## config.mk

```make
export PLATFORM = sky130hd
export DESIGN_NAME = kamus_lsu_ctrl
export DESIGN_NICKNAME = d
export VERILOG_FILES = /design/src/rtl/kamus_pkg.sv /design/src/rtl/kamus_lsu_align.sv /design/src/rtl/kamus_lsu_ctrl.sv
export SDC_FILE = /design/constraint.sdc
export NUM_CORES = 1
export LEC_CHECK = 0
export CORE_UTILIZATION = 47
export DETAILED_ROUTE_END_ITERATION = 6
export PLACE_DENSITY = 0.91
export SLEW_MARGIN = 25
export SYNTH_ARGS = -nofsm -noshare
export SYNTH_HDL_FRONTEND = slang
export SYNTH_SLANG_ARGS = --single-unit
```

## constraint.sdc

```tcl
create_clock -name clk_i -period 5.7 [get_ports clk_i]
set_clock_uncertainty 0.15 [all_clocks]
set_input_delay 0.57 -clock clk_i [delete_from_list [all_inputs] [get_ports clk_i]]
set_output_delay 0.57 -clock clk_i [all_outputs]
set_load 0.005 [all_outputs]
```

## src/rtl/kamus_pkg.sv

```systemverilog
// Shared types and encodings for the kamus load/store unit.
// Holds the LSU FSM state encoding and the funct3 access-size codes.
package kamus_pkg;

  typedef enum logic [1:0] {
    LSU_IDLE = 2'd0,
    LSU_REQ  = 2'd1,
    LSU_WAIT = 2'd2,
    LSU_DONE = 2'd3
  } lsu_state_e;

  localparam logic [2:0] LSU_B  = 3'b000;
  localparam logic [2:0] LSU_H  = 3'b001;
  localparam logic [2:0] LSU_W  = 3'b010;
  localparam logic [2:0] LSU_BU = 3'b100;
  localparam logic [2:0] LSU_HU = 3'b101;

endpackage

```

## src/rtl/kamus_lsu_align.sv

```systemverilog
// Combinational lane formatting for the LSU: byte enables, store replication,
// misalignment check and load shift/extend.
module kamus_lsu_align
  import kamus_pkg::*;
(
  input  logic [2:0]  chk_funct3,
  input  logic [1:0]  chk_addr_lo,
  output logic        misalign,
  input  logic [2:0]  funct3,
  input  logic [1:0]  addr_lo,
  input  logic [31:0] st_wdata,
  input  logic [31:0] ld_raw,
  output logic [3:0]  be,
  output logic [31:0] st_data,
  output logic [31:0] ld_data
);

  logic [31:0] ld_shift;

  // Reserved funct3 codes can never be legal, so they report as misaligned.
  always_comb begin
    misalign = 1'b1;
    case (chk_funct3)
      LSU_B, LSU_BU: misalign = 1'b0;
      LSU_H, LSU_HU: misalign = chk_addr_lo[0];
      LSU_W:         misalign = (chk_addr_lo != 2'b00);
      default:       misalign = 1'b1;
    endcase
  end

  always_comb begin
    be      = 4'b1111;
    st_data = st_wdata;
    case (funct3)
      LSU_B, LSU_BU: begin
        be      = 4'b0001 << addr_lo;
        st_data = {4{st_wdata[7:0]}};
      end
      LSU_H, LSU_HU: begin
        be      = 4'b0011 << addr_lo;
        st_data = {2{st_wdata[15:0]}};
      end
      default: begin
        be      = 4'b1111;
        st_data = st_wdata;
      end
    endcase
  end

  assign ld_shift = ld_raw >> {addr_lo, 3'b000};

  always_comb begin
    ld_data = ld_shift;
    case (funct3)
      LSU_B:   ld_data = {{24{ld_shift[7]}}, ld_shift[7:0]};
      LSU_BU:  ld_data = {24'h000000, ld_shift[7:0]};
      LSU_H:   ld_data = {{16{ld_shift[15]}}, ld_shift[15:0]};
      LSU_HU:  ld_data = {16'h0000, ld_shift[15:0]};
      default: ld_data = ld_shift;
    endcase
  end

endmodule

```

## src/rtl/kamus_lsu_ctrl.sv

```systemverilog
// Load/store sequencer between EX/MEM and the L1 data-cache port.
// Runs one req/gnt/rvalid transaction at a time and reports the result to WB.
module kamus_lsu_ctrl
  import kamus_pkg::*;
#(
  parameter int TIMEOUT_CYCLES = 256
) (
  input  logic        clk_i,
  input  logic        rst_ni,
  input  logic        lsu_req_i,
  input  logic        lsu_we_i,
  input  logic [2:0]  lsu_funct3_i,
  input  logic [31:0] lsu_addr_i,
  input  logic [31:0] lsu_wdata_i,
  output logic        lsu_busy_o,
  output logic        lsu_done_o,
  output logic [31:0] lsu_rdata_o,
  output logic        regfile_wr_en_o,
  output logic        lsu_misalign_o,
  output logic        lsu_buserr_o,
  output logic        l1d_req_o,
  input  logic        l1d_gnt_i,
  output logic [31:0] l1d_addr_o,
  output logic        l1d_we_o,
  output logic [3:0]  l1d_be_o,
  output logic [31:0] l1d_wdata_o,
  input  logic        l1d_rvalid_i,
  input  logic [31:0] l1d_rdata_i,
  output logic [1:0]  lsu_state_o
);

  localparam int CW = (TIMEOUT_CYCLES > 2) ? $clog2(TIMEOUT_CYCLES) : 1;
  localparam logic [CW-1:0] CNT_LAST = CW'(TIMEOUT_CYCLES - 1);

  lsu_state_e    state_q;
  logic          we_q;
  logic [2:0]    funct3_q;
  logic [31:0]   addr_q;
  logic [31:0]   wdata_q;
  logic [CW-1:0] cnt_q;
  logic          done_q;
  logic [31:0]   rdata_q;
  logic          wr_en_q;
  logic          misalign_q;
  logic          buserr_q;

  logic          chk_misalign;
  logic [3:0]    fmt_be;
  logic [31:0]   fmt_wdata;
  logic [31:0]   fmt_ldata;
  logic          in_req;

  kamus_lsu_align u_align (
    .chk_funct3  (lsu_funct3_i),
    .chk_addr_lo (lsu_addr_i[1:0]),
    .misalign    (chk_misalign),
    .funct3      (funct3_q),
    .addr_lo     (addr_q[1:0]),
    .st_wdata    (wdata_q),
    .ld_raw      (l1d_rdata_i),
    .be          (fmt_be),
    .st_data     (fmt_wdata),
    .ld_data     (fmt_ldata)
  );

  // Bus handshake: l1d_req_o stays high with addr/we/be/wdata stable until a cycle
  // in which l1d_gnt_i is also high; exactly one l1d_rvalid_i per grant, from the next cycle on.
  assign in_req      = (state_q == LSU_REQ);
  assign l1d_req_o   = in_req;
  assign l1d_addr_o  = in_req ? {addr_q[31:2], 2'b00} : 32'h0;
  assign l1d_we_o    = in_req & we_q;
  assign l1d_be_o    = in_req ? fmt_be : 4'b0000;
  assign l1d_wdata_o = in_req ? fmt_wdata : 32'h0;

  assign lsu_busy_o  = ((state_q == LSU_IDLE) & lsu_req_i) |
                       (state_q == LSU_REQ) | (state_q == LSU_WAIT);
  assign lsu_done_o      = done_q;
  assign lsu_rdata_o     = rdata_q;
  assign regfile_wr_en_o = wr_en_q;
  assign lsu_misalign_o  = misalign_q;
  assign lsu_buserr_o    = buserr_q;
  assign lsu_state_o     = state_q;

  always_ff @(posedge clk_i) begin
    if (!rst_ni) begin
      state_q    <= LSU_IDLE;
      we_q       <= 1'b0;
      funct3_q   <= 3'b000;
      addr_q     <= 32'h0;
      wdata_q    <= 32'h0;
      cnt_q      <= '0;
      done_q     <= 1'b0;
      rdata_q    <= 32'h0;
      wr_en_q    <= 1'b0;
      misalign_q <= 1'b0;
      buserr_q   <= 1'b0;
    end else begin
      done_q     <= 1'b0;
      rdata_q    <= 32'h0;
      wr_en_q    <= 1'b0;
      misalign_q <= 1'b0;
      buserr_q   <= 1'b0;
      case (state_q)
        LSU_IDLE: begin
          if (lsu_req_i) begin
            we_q     <= lsu_we_i;
            funct3_q <= lsu_funct3_i;
            addr_q   <= lsu_addr_i;
            wdata_q  <= lsu_wdata_i;
            if (chk_misalign) begin
              state_q    <= LSU_DONE;
              done_q     <= 1'b1;
              misalign_q <= 1'b1;
            end else begin
              state_q <= LSU_REQ;
            end
          end
        end
        LSU_REQ: begin
          if (l1d_gnt_i) begin
            state_q <= LSU_WAIT;
            cnt_q   <= '0;
          end
        end
        LSU_WAIT: begin
          // A response on the final counted cycle still wins over the timeout.
          if (l1d_rvalid_i) begin
            state_q <= LSU_DONE;
            done_q  <= 1'b1;
            if (!we_q) begin
              rdata_q <= fmt_ldata;
              wr_en_q <= 1'b1;
            end
          end else if (cnt_q == CNT_LAST) begin
            state_q  <= LSU_DONE;
            done_q   <= 1'b1;
            buserr_q <= 1'b1;
          end else begin
            cnt_q <= cnt_q + CW'(1);
          end
        end
        LSU_DONE: state_q <= LSU_IDLE;
        default:  state_q <= LSU_IDLE;
      endcase
    end
  end

endmodule

```

==> results of run 1 <==
==> kinds of logic (layout without fill, tap and decap cells) <==
group,count (synthesis),count (layout),share of synthesized area (%)
AND/OR/NAND/NOR,316,316,27.48
flip-flops,114,114,42.12
adder cells (fa/ha/maj),4,4,0.9236
AO/OA/AOI/OAI,160,160,17.32
multiplexers,34,34,6.742
other,1,2,0.06920
buffers and inverters,65,256,5.357
==> final cells by class <==
class	count	area (um2)
fillers	844	2965
multi-input cells	516	2867
flip-flops and latches	114	2282
repair buffers	218	2165
clock buffers	24	491.7
well taps	140	175.2
clock inverters	6	55.05
inverters	8	30.03
==> layer usage <==
metal	GRT usage [%]	vias to the layer above	routed length [um]
met4	15.14	0	625
met2	47.12	283	8042
li1	-	2680	-
met1	32.37	2505	6466
met5	0	-	0
met3	11.26	42	1860
==> where the power goes <==
part	switching [W]	leakage (nW)	internal, W	total [W]
clock network	0.000344	0.275	0.000635	0.000979
logic	0.000587	1.69	0.000468	0.00105
registers	0.0000845	0.929	0.000913	0.000997
==> state kept, by name (all words and copies together), names as in the netlist <==
name and cells:
addr_q 32, lsu_rdata_o 32, wdata_q 32, cnt_q 8, funct3_q 3, lsu_state_o 2
lsu_buserr_o 1, lsu_done_o 1, lsu_misalign_o 1, regfile_wr_en_o 1, we_q 1
==> worst register-to-register path, cell delays in order (launching register included) <==
cell and delay (ps):
dfxtp_1 320, inv_1 120, ha_4 540, nor2b_1 440
nor3b_1 170, a221o_1 360, a21oi_1 120
==> cell usage in the layout, fill, tap and decap left out, types with 7 or more instances in the layout <==
| cell | n |
|---|---|
| nand2_1 | 191 |
| a21boi_0 | 9 |
| buf_4 | 7 |
| dfxtp_1 | 114 |
| mux2i_1 | 23 |
| o21ai_0 | 16 |
| clkbuf_16 | 17 |
| a211oi_1 | 15 |
| clkdlybuf4s50_1 | 211 |
| nor2b_1 | 20 |
| mux2_2 | 10 |
| nor2_1 | 14 |
| inv_1 | 7 |
| a21oi_1 | 100 |
| and2_1 | 56 |
==> path summary, 6_finish.rpt <==
check / slack [ps] / from / end
setup / recovery: 2360 / funct3_q[1]$_SDFFE_PN0P_ / l1d_wdata_o[9]
setup reg to reg: 3400 / lsu_state_o[1]$_SDFFE_PN0P_ / cnt_q[2]$_SDFFE_PN0P_
hold reg to reg: 300 / addr_q[25]$_SDFFE_PN0P_ / addr_q[25]$_SDFFE_PN0P_
hold / removal: 300 / addr_q[25]$_SDFFE_PN0P_ / addr_q[25]$_SDFFE_PN0P_
==> stage by stage <==
stage	setup WS (ps)	power [W]	cells	util [%]	cell area, um2
5_1_grt	2165	0.003203	1026	73.12	8065
3_5_place_dp	2815	0.002046	996	68.07	7508
6_report	2361	0.003030	1026	73.12	8065
3_3_place_gp	2785	0.002026	996	68.07	7508
4_1_cts	2357	0.003033	1026	73.03	8055
2_1_floorplan	3536	0.001635	695	-	5423
==> results by group, run 1 <==
Clocking
  • CTS tree: built
  • CTS root buf: clkbuf_16
  • Reg clk slew, reported paths: 50 ps
  • Max clock buf depth: 2
  • # hold bufs at CTS: 0
  • Post-cts sizing count: 0
  • H-tree depth: 4
  • Num CTS Buffers: 17
  • Setup bufs post-CTS: 0
  • Sink Count: around 110
  • Clock Latency Late Sink: between 400 and 500 ps

Timing
  • Final Hold Viols: 0
  • Pins Over Slew Limit: 0
  • Post-route minimum period: 3339 ps
  • WHS: between 200 and 300 ps
  • Final setup vio count: 0
  • Fmax: ~300 MHz
  • RSZ-0062 raised after global routing: false
  • Slew HR: 47.77%
  • Setup TNS: 0 ps
  • Tcrit/Tclk final: around three fifths
  • Worst slew pin tran: approximately 780 ps

Logic synthesis
  • Seq/Total Area, Yosys: a little over two fifths
  • Post-synth EDFFs: 0
  • Top cells by count, synth: nand2_1, dfxtp_1, a21oi_1
  • Post-synth top area cell: dfxtp_1
  • Top-count cell post-synth: nand2_1
  • Most frequently used flop master after synthesis: dfxtp_1
  • Synth Cell Area: about 5400 um2
  • Async SR Flop Fraction: 0%
  • Yosys cell types: 48
  • Largest cells by area after synthesis: dfxtp_1, nand2_1, a21oi_1
  • Synth Warn #: 0
  • Post-synth top area share: a little over two fifths
  • Gate Count Post-Synth: between 600 and 700
  • Synthesized flop and latch total: 114
  • Synthesized area per cell: 7.808 um2

Global routing
  • Pin count of the biggest net entering global routing: just over 70
  • Vias in the first global route: between 5,000 and 6,000
  • Overflow after GRT: 0
  • Gr usage total: between 20 and 30%
  • First-pass GRT wire length: 25,870 um
  • Initial antenna violation count: 0

Hold path
  • Worst min-delay path class: flip-flop to flip-flop
  • Hold Path Stages: 2

Critical path
  • Crit end category: output pin
  • WP buf/inv: 2
  • Crit Path Max Fanout: 18
  • Cells along the critical path: buf_4 -> or2_2 -> nand2_1 -> a21boi_0 -> clkdlybuf4s50_1
  • Critical Path RT: around 5000 ps
  • Worst path arrival time: 2620 ps
  • Crit Path Class: flip-flop to output pin
  • Max stage delay cell, worst path: dfxtp_1
  • Worst setup SP type: flip-flop
  • Levels on crit path: 5
  • CP peak stage delay: 690 ps
  • FF-to-FF path depth: 6
  • Delay-heaviest family, CP: buffers and inverters

Route
  • Drt first pass iters: 5
  • Wirelength per Cell: 16.56 um
  • Detailed Route Iter0 Violations: around 370
  • Final ANT Viol Nets: 0
  • Post-route DRC: 0
  • Avg Vias per Cell: approximately 5.4
  • Routed wire length: roughly 17,000 um
  • Vias: between 5,000 and 6,000

Run status
  • Run status: completed

Die
  • IO Count: approximately 210
  • DIE HEIGHT: between 100 and 150 um
  • Core Rows: 38
  • Die Area: around 12,000 um2
  • Die X: 109.4 um
  • CORE AREA: roughly 11,000 um2
  • Initial core utilization: 49.13%

Flow run
  • Max cap viols: 0

Final layout
  • # diodes: 0
  • Synth-to-Final Area Change: 48.83%
  • Post-layout nets: ~980
  • Share of cells above drive strength 1: 6.208%

Placement
  • Post-DP HPWL: about 11,000 um
  • Port-buffer cells: around 210
  • GPL Wtd Cong: 0.8541

Power
  • PD cells: 375.7 nW/um2
  • Max IR drop VDD: 0.0003010 V
  • P_leak: roughly 2.9 nW
Note: power is estimated with default switching activity, not from simulation.
==> inputs of run 2 (changes only) <==
CORE_UTILIZATION = 40   (was 47)
PLACE_DENSITY = 0.83   (was 0.91)
clock period = 2.65 ns   (was 5.7 ns; I/O delays follow)
==> run 2 against run 1 <==
Against the previous run: cell count rose by 4.2%; die area is 17% higher; core utilization decreased by 11 points; worst setup slack lost 2300 ps; wire length grew 2.5%; critical path type unchanged; critical endpoint is now lsu_busy_o; largest cell class unchanged.
==> results by group, run 2 (synthesized netlist as in run 1, its figures left out) <==
Run status
  • Run status: completed

Hold path
  • Hold Startpoint: lsu_addr_i[14]
  • Worst Hold End: addr_q[14]$_SDFFE_PN0P_
  • Hold Path Stages: 3
  • Worst min-delay path class: primary input to flip-flop

Critical path
  • WP buf/inv: 3
  • Reg2reg setup slack: 570 ps
  • Worst path arrival time: ~2100 ps
  • Cells along the critical path: inv_1 -> ha_4 -> buf_12 -> or3_1 -> clkdlybuf4s50_1
  • Delay-heaviest family, CP: buffers and inverters
  • Crit Path Max Fanout: 32
  • Worst setup SP type: flip-flop
  • Max stage delay cell, worst path: clkdlybuf4s50_1
  • Crit end category: output pin
  • Critical Path RT: about 2200 ps
  • Crit Reg-Reg Endpoint: lsu_state_o[1]$_SDFFE_PN0P_
  • CP peak stage delay: roughly 460 ps
  • Crit Reg-Reg Startpoint: cnt_q[0]$_SDFFE_PN0P_
  • Crit Path Class: flip-flop to output pin
  • FF-to-FF path depth: 5

Die
  • Die X: between 100 and 150 um
  • Core Rows: 42
  • DIE HEIGHT: about 120 um
  • Die Area: between 10,000 and 15,000 um2
  • CORE AREA: ~13,000 um2
  • IO Count: ~210
  • Initial core utilization: roughly two fifths

Final layout
  • Most common cell after layout, fill and taps aside: clkdlybuf4s50_1
  • Synth-to-Final Area Change: 52.39%
  • Final Cell Area: ~8300 um2
  • Layout Utilization: between 60% and 70%
  • Most frequent cells in the layout: clkdlybuf4s50_1, nand2_1, dfxtp_1
  • Share of cells above drive strength 1: approximately 7.4%
  • # diodes: 0
  • Post-layout nets: ~990

Placement
  • Place WS: about 370 ps
  • Post-Place Cell Area: between 7000 and 8000 um2
  • Post-DP HPWL: ~12,000 um
  • GPL Wtd Cong: ~0.9
  • Port-buffer cells: roughly 210

Global routing
  • Vias in the first global route: approximately 5,400
  • Initial antenna violation count: 0
  • Pin count of the biggest net entering global routing: 78
  • Gr usage total: roughly 25%
  • First-pass GRT wire length: about 28,000 um
  • Overflow after GRT: 0

Clocking
  • CTS tree: built
  • Sink Count: between 100 and 150
  • Reg clk slew, reported paths: ~50 ps
  • # hold bufs at CTS: 0
  • H-tree depth: 4
  • Setup bufs post-CTS: 0
  • Clock Latency Late Sink: approximately 420 ps
  • CTS root buf: clkbuf_16
  • Num CTS Buffers: 17
  • Max clock buf depth: 2

Route
  • Final ANT Viol Nets: 0
  • Vias: between 5,000 and 6,000
  • Routed length on met3: between 1500 and 2000 um
  • M1 WL: just over 7000 um
  • Post-route DRC: 0
  • Top sig layer: met4
  • Wirelength per Cell: between 15 and 20 um
  • Drt first pass iters: 7
  • Routed wire length: about 17,000 um
  • Avg Vias per Cell: 5.178
  • Routed wl met2: about 8200 um
  • Detailed Route Iter0 Violations: 558

Power
  • Max IR drop VDD: between 0.0005 and 0.0006 V
  • PD cells: slightly above 800 nW/um2
  • P_leak: ~3 nW

Flow run
  • Max cap viols: 0

Timing
  • Slew HR: between 50% and 60%
  • RSZ-0062 raised after global routing: false
  • Post-route minimum period: 2544 ps
  • Final Hold Viols: 0
  • Final setup vio count: 0
  • Pins Over Slew Limit: 0
  • Fmax: just under 400 MHz
  • Worst slew pin tran: 729.1 ps
  • Tcrit/Tclk final: just under 100%
  • Setup ws final: roughly 110 ps
-- run 2: repair_timing --
action,4_1_cts,5_1_grt
gates resized for setup,1,6
cloned,1,0
endpoints found under the setup margin,2,38
pin swaps,0,0
-- run 2: worst max path at each step --
stage	from	end	cells past startpoint	slack, ps
global placement	lsu_state_o[1]$_SDFFE_PN0P_	l1d_be_o[2]	5	400
global route	lsu_state_o[1]$_SDFFE_PN0P_	lsu_busy_o	5	10
floorplan	lsu_state_o[0]$_SDFFE_PN0P_	lsu_busy_o	6	790
finish	lsu_state_o[1]$_SDFFE_PN0P_	lsu_busy_o	5	110
detailed placement	lsu_state_o[1]$_SDFFE_PN0P_	l1d_be_o[2]	5	370
CTS	lsu_state_o[1]$_SDFFE_PN0P_	l1d_wdata_o[9]	5	-10
-- run 2: cell type report --
cell class | count | area [um2]
clock buffers | 20 | 456.7
inverters | 8 | 30.03
fillers | 1167 | 4985
repair buffers | 225 | 2280
multi-input cells | 516 | 2877
well taps | 176 | 220.2
flip-flops and latches | 114 | 2283
clock inverters | 10 | 111.4
-- run 2: stage by stage --
stage	cells	power [W]	hold WS [ps]	setup TNS [ps]
6_report	1069	0.006765	237.0	0
5_1_grt	1069	0.007157	233.3	0
4_1_cts	1069	0.006772	230.2	-14.29
3_5_place_dp	1038	0.004464	292.3	0
3_3_place_gp	1038	0.004438	286.7	0
2_1_floorplan	695	0.003517	192.1	0
-- run 2: where the power goes --
group          switching [W]  leakage [nW]  internal, W  total, W
sequential          0.000168         0.929      0.00196   0.00213
combinational        0.00130          1.76      0.00113   0.00243
clock               0.000796         0.274      0.00141   0.00221
-- run 2: per-layer routing --
| metal | global-route usage [%] | up-vias |
|---|---|---|
| li1 | - | 2695 |
| met1 | 29.33 | 2518 |
| met2 | 41.91 | 290 |
| met3 | 11.00 | 32 |
| met4 | 8.782 | 0 |
| met5 | 0 | - |
-- run 2: worst register-to-register path, delay by kind of cell (launching register included) --
family | cells | cell delay (ps)
simple gates | 1 | 330
compound gates | 2 | 430
mux | 1 | 370
flops | 1 | 390
fa+ha+maj | 1 | 290
